### config.mk
export PLATFORM = sky130hd
export DESIGN_NAME = display_scan
export DESIGN_NICKNAME = d
export VERILOG_FILES = /design/src/rtl/display_scan.sv
export SDC_FILE = /design/constraint.sdc
export NUM_CORES = 1
export LEC_CHECK = 0
export CORE_MARGIN = 1
export CORE_UTILIZATION = 45
export CTS_CLUSTER_DIAMETER = 200
export CTS_CLUSTER_SIZE = 8
export DETAILED_ROUTE_END_ITERATION = 6
export PLACE_DENSITY = 0.69
export SLEW_MARGIN = 25
export SYNTH_ARGS = -nofsm -noshare
export SYNTH_HDL_FRONTEND = slang
export SYNTH_SLANG_ARGS = --single-unit
### constraint.sdc
create_clock -name clk -period 3.7 [get_ports clk]
set_clock_uncertainty 0.2 [all_clocks]
set_input_delay 0.74 -clock clk [delete_from_list [all_inputs] [get_ports clk]]
set_output_delay 0.74 -clock clk [all_outputs]
set_load 0.02 [all_outputs]
### src/rtl/display_scan.sv
// Four-digit multiplexed display scanner: latches a BCD value once per frame and presents one
// nibble, its active-low anode and decimal point per slot to the seven-segment decoder.
module display_scan #(
  parameter int unsigned REFRESH_DIV = 50000,
  parameter int unsigned CNT_W       = 16
) (
  input  logic        clk,
  input  logic        rst_n,
  input  logic        enable,
  input  logic [15:0] value,
  input  logic        blank_lz,
  input  logic [3:0]  dp_mask,
  output logic [3:0]  digit,
  output logic [3:0]  an,
  output logic        dp,
  output logic        frame_start
);

  localparam logic [CNT_W-1:0] CntMax = CNT_W'(REFRESH_DIV - 1);

  logic [CNT_W-1:0] count_q, count_d;
  logic [1:0]       idx_q, idx_d;
  logic [15:0]      shadow_q, shadow_d;
  logic             load_pending_q, load_pending_d;
  logic             tick, load;
  logic [3:0]       an_d, digit_d;
  logic             dp_d;
  logic             lz_zero, slot_blank;

  always_comb begin
    tick           = enable && (count_q == CntMax);
    load           = enable && (load_pending_q || (tick && (idx_q == 2'd3)));
    count_d        = '0;
    idx_d          = '0;
    load_pending_d = 1'b1;
    if (enable) begin
      count_d        = tick ? '0 : count_q + CNT_W'(1);
      idx_d          = tick ? idx_q + 2'd1 : idx_q;
      load_pending_d = load ? 1'b0 : load_pending_q;
    end
    shadow_d = load ? value : shadow_q;
  end

  // Outputs are derived from next-state idx/shadow so they move on the same edge.
  always_comb begin
    unique case (idx_d)
      2'd0:    lz_zero = 1'b0;
      2'd1:    lz_zero = (shadow_d[15:4] == 12'h000);
      2'd2:    lz_zero = (shadow_d[15:8] == 8'h00);
      default: lz_zero = (shadow_d[15:12] == 4'h0);
    endcase
    slot_blank = blank_lz && lz_zero;
    an_d       = 4'b1111;
    digit_d    = 4'hF;
    dp_d       = 1'b1;
    if (enable && !slot_blank) begin
      an_d    = ~(4'b0001 << idx_d);
      digit_d = shadow_d[{idx_d, 2'b00} +: 4];
      dp_d    = ~dp_mask[idx_d];
    end
  end

  always_ff @(posedge clk or negedge rst_n) begin
    if (!rst_n) begin
      count_q        <= '0;
      idx_q          <= '0;
      shadow_q       <= 16'h0000;
      load_pending_q <= 1'b1;
      an             <= 4'b1111;
      digit          <= 4'hF;
      dp             <= 1'b1;
      frame_start    <= 1'b0;
    end else begin
      count_q        <= count_d;
      idx_q          <= idx_d;
      shadow_q       <= shadow_d;
      load_pending_q <= load_pending_d;
      an             <= an_d;
      digit          <= digit_d;
      dp             <= dp_d;
      frame_start    <= load;
    end
  end

endmodule

==> flow_metrics.py <==
metrics = {
    "logic_synthesis": {
        "postSynth.asyncResetShare": 1.00,
        "synth_sequential_area_ratio": 0.535,
        "synth_cell_types": 41,
        "yosys_warnings": 0,
        "post_synth_instance_area_um2": 2130,
        "synthesis.instances": 167,
        "synth.ff_latch_count": 45,
        "synthesis.nets": 193,
        "syn_area_per_cell_um2": 12.7,
        "synth-edff-count": 0,
        "yosys_most_used_dff": "sky130_fd_sc_hd__dfrtp_1",
    },
    "cts": {
        "tritoncts.num_buffers": 5,
        "cts.repair.resized": 0,
        "cts.sink_count": 45,
        "clock_tree_from_tritoncts": "done",
        "clock-root-buffer": "sky130_fd_sc_hd__clkbuf_8",
        "clk-insertion-delay-late_ps": 290,
        "cts.reportedPaths.clkPinSlew_ps": 80,
        "ctsHtreeMaxLevel": 2,
        "cts.repair_timing.setup_buffer_count": 0,
        "cts.hold.buffers_added": 0,
        "cts_buffer_depth": 2,
    },
    "setup_path": {
        "timing.critical_path.from_type": "primary input",
        "critical_path.startpoint": "enable",
        "criticalPathCategory": "in -> reg",
        "cp_data_arrival_time_ps": 3160,
        "crit-reg2reg-capture": "digit[0]",
        "r2r-start": "count_q[0]",
        "endpoint_kind": "flop",
        "setup.worst_path.end": "digit[0]",
        "timing.critical_path.fanout_max": 8,
        "critical_path_required_ps": 3710,
        "timing.reg2reg.worst_path_depth": 9,
        "worst_reg_to_reg_setup_slack_ps": 780,
    },
    "detailed_routing": {
        "detailroute.via_count": 1461,
        "per_cell_via_count_in_the_routed_design": 5.58,
        "drtIter0Drc": 65,
        "drc_errors": 5,
        "route.detailed.wl_per_inst_um": 16.5,
        "postRouteWirelength_um": 4320,
        "ant_nets": 0,
        "dr.pass1.iters": 6,
    },
    "grt": {
        "grt_use_total": 0.195,
        "maximum_number_of_pins_on_one_net_before_global_route_repair": 46,
        "grt_first_pass_wirelength_um": 7500,
        "grt_antenna_before_repair": 0,
        "first_global_vias": 1502,
        "sum_of_overflow_across_all_layers_after_global_routing": 0,
    },
    "sta": {
        "fin_crit_ps": 3150,
        "setup_violations": 0,
        "unrepaired_setup_endpoints_after_global_routing": "false",
        "fin_hold_ws_ps": 229,
        "setup_ws_ps": 550,
        "number_of_slew_limit_violations_in_the_final_report": 0,
        "max_freq_mhz": 317,
        "period_share": 0.851,
        "final.setup.tns_ps": 0,
        "slew_headroom": 0.636,
        "worst-slew-pin-transition_ps": 545,
        "hold_viol_final": 0,
    },
    "run_status": {
        "failed_checks": "DRC",
        "run_status": "finished with violations",
    },
    "floorplan": {
        "count_of_pins_on_the_block_boundary": 34,
        "chipWidth_um": 70.8,
        "rows": 24,
        "die_y_extent_um": 70.8,
        "fp.dieArea_um2": 5010,
        "core-area_um2": 4440,
        "initial_utilization": 0.479,
    },
    "place": {
        "post-place-ws_ps": 258,
        "dp.final_hpwl_um": 3280,
        "place.port_buffers": 33,
        "gp_congestion": 0.801,
        "placed_cells": 254,
    },
    "cells_and_area": {
        "multi_input_comb_area_um2": 958,
        "area.sequential_um2": 1140,
        "number_of_filler_cells_placed_in_the_layout": 361,
        "layout-area-overhead-vs-synth_pct": 24.6,
        "antenna_cells": 0,
        "finalNonFillerCells": 262,
        "final_layout_size_suffix_gt1_frac": 0.257,
        "design.final.nets": 235,
    },
    "power": {
        "switchingPower_uw": 237,
        "power.share.clock": 0.336,
        "seq_power_share": 0.525,
        "cell_internal_pwr_uw": 806,
        "ir_worst_vdd_mv": 0.271,
        "pwr_density_cell_nw_per_um2": 393,
        "switching_share": 0.227,
        "power.leakage_uw": 0.00113,
        "combinationalPowerShare": 0.139,
    },
    "hold_path": {
        "min_path_type": "in -> async",
    },
    "flow_run": {
        "drv_cap": 0,
    },
}
-- per-layer routing --
layer,wire length [um],track usage
met4,55,0.0556
met2,2020,0.296
met1,2060,0.282
met5,0,0
met3,183,0.0470
-- metrics by stage --
stage	utilization	instance area (um2)	power, uW
2_1_floorplan	-	2130	631
5_1_grt	0.597	2650	1090
6_report	0.597	2650	1040
4_1_cts	0.596	2650	1050
3_5_place_dp	0.571	2540	701
3_3_place_gp	0.571	2540	698
-- Yosys cell counts, types with 2 or more instances --
master | instances | area (um2)
sky130_fd_sc_hd__and3_1 | 4 | 25.0
sky130_fd_sc_hd__clkbuf_1 | 2 | 7.51
sky130_fd_sc_hd__dfrtp_1 | 35 | 876
sky130_fd_sc_hd__dfstp_2 | 10 | 263
sky130_fd_sc_hd__ha_1 | 2 | 25.0
sky130_fd_sc_hd__mux2_2 | 7 | 78.8
sky130_fd_sc_hd__mux2_4 | 10 | 150
sky130_fd_sc_hd__mux2i_1 | 2 | 20.0
sky130_fd_sc_hd__mux4_2 | 4 | 90.1
sky130_fd_sc_hd__nand2_1 | 10 | 37.5
sky130_fd_sc_hd__nand3_1 | 11 | 55.1
sky130_fd_sc_hd__nand3b_1 | 4 | 30.0
sky130_fd_sc_hd__nor2_1 | 22 | 82.6
sky130_fd_sc_hd__nor4_1 | 4 | 25.0
sky130_fd_sc_hd__o41ai_1 | 2 | 17.5
sky130_fd_sc_hd__xnor2_1 | 6 | 52.6
sky130_fd_sc_hd__xor2_1 | 8 | 70.1
-- sequential cells by signal, summed over array words and instances, names as in the netlist --
register	cells
idx_q	2
count_q	16
shadow_q	16
dp	1
an	4
load_pending_q	1
frame_start	1
digit	4
-- placed cells by master, fill, tap and decap left out, types with 2 or more instances in the layout --
| master | n |
|---|---|
| sky130_fd_sc_hd__ha_1 | 2 |
| sky130_fd_sc_hd__mux2i_1 | 2 |
| sky130_fd_sc_hd__clkbuf_8 | 6 |
| sky130_fd_sc_hd__and3_1 | 4 |
| sky130_fd_sc_hd__o41ai_1 | 2 |
| sky130_fd_sc_hd__nand3b_1 | 4 |
| sky130_fd_sc_hd__nand3_1 | 11 |
| sky130_fd_sc_hd__mux2_4 | 10 |
| sky130_fd_sc_hd__nor2_1 | 22 |
| sky130_fd_sc_hd__xor2_1 | 8 |
| sky130_fd_sc_hd__dfstp_2 | 10 |
| sky130_fd_sc_hd__nor4_1 | 4 |
| sky130_fd_sc_hd__clkdlybuf4s50_1 | 32 |
| sky130_fd_sc_hd__nand2_1 | 10 |
| sky130_fd_sc_hd__mux2_2 | 7 |
| sky130_fd_sc_hd__dfrtp_1 | 35 |
| sky130_fd_sc_hd__mux4_2 | 4 |
| sky130_fd_sc_hd__xnor2_1 | 6 |
| sky130_fd_sc_hd__buf_4 | 6 |
-- final cells by class --
class                      instances  area share
sequential                        45       0.429
multi-input combinational        116       0.361
timing repair buffer              38       0.138
clock buffer                       8      0.0420
tap                               52      0.0245
inverter                           3     0.00472
-- cells by family after synthesis --
| kind of cell | Yosys count | share of synthesized area |
|---|---|---|
| and+or+nand+nor | 68 | 0.173 |
| DFF | 45 | 0.535 |
| muxes | 23 | 0.159 |
| xor gates and xnor gates | 14 | 0.0576 |
| AOI/OAI and AO/OA | 9 | 0.0482 |
| buffers and inverters | 6 | 0.0147 |
| adders and majority gates | 2 | 0.0118 |
-- power groups by stage --
| stage | combinational [uW] | sequential [uW] | clock (uW) |
|---|---|---|---|
| floorplan | 70.4 | 560 | 0 |
| global placement | 143 | 555 | 0 |
| detailed placement | 145 | 556 | 0 |
| CTS | 146 | 547 | 359 |
| global route | 156 | 551 | 380 |
| finish | 145 | 547 | 351 |
-- worst min-delay path by stage --
stage / endpoint / slack [ps] / start / depth (start not counted)
floorplan: count_q[0] / 230 / count_q[0] / 1
global placement: count_q[0] / 250 / count_q[0] / 1
detailed placement: count_q[0] / 250 / count_q[0] / 1
CTS: count_q[0] / 270 / count_q[0] / 1
global route: shadow_q[0] / 280 / rst_n / 1
finish: count_q[13] / 230 / rst_n / 1
-- critical path, cell delays in order --
cell	delay (ps)
sky130_fd_sc_hd__clkdlybuf4s50_1	420
sky130_fd_sc_hd__and4bb_1	210
sky130_fd_sc_hd__and4_4	200
sky130_fd_sc_hd__a32oi_4	290
sky130_fd_sc_hd__buf_4	250
sky130_fd_sc_hd__mux2i_1	280
sky130_fd_sc_hd__a21boi_0	140
sky130_fd_sc_hd__o21bai_2	170
sky130_fd_sc_hd__or4b_1	450
Note: power is estimated with default switching activity, not from simulation.
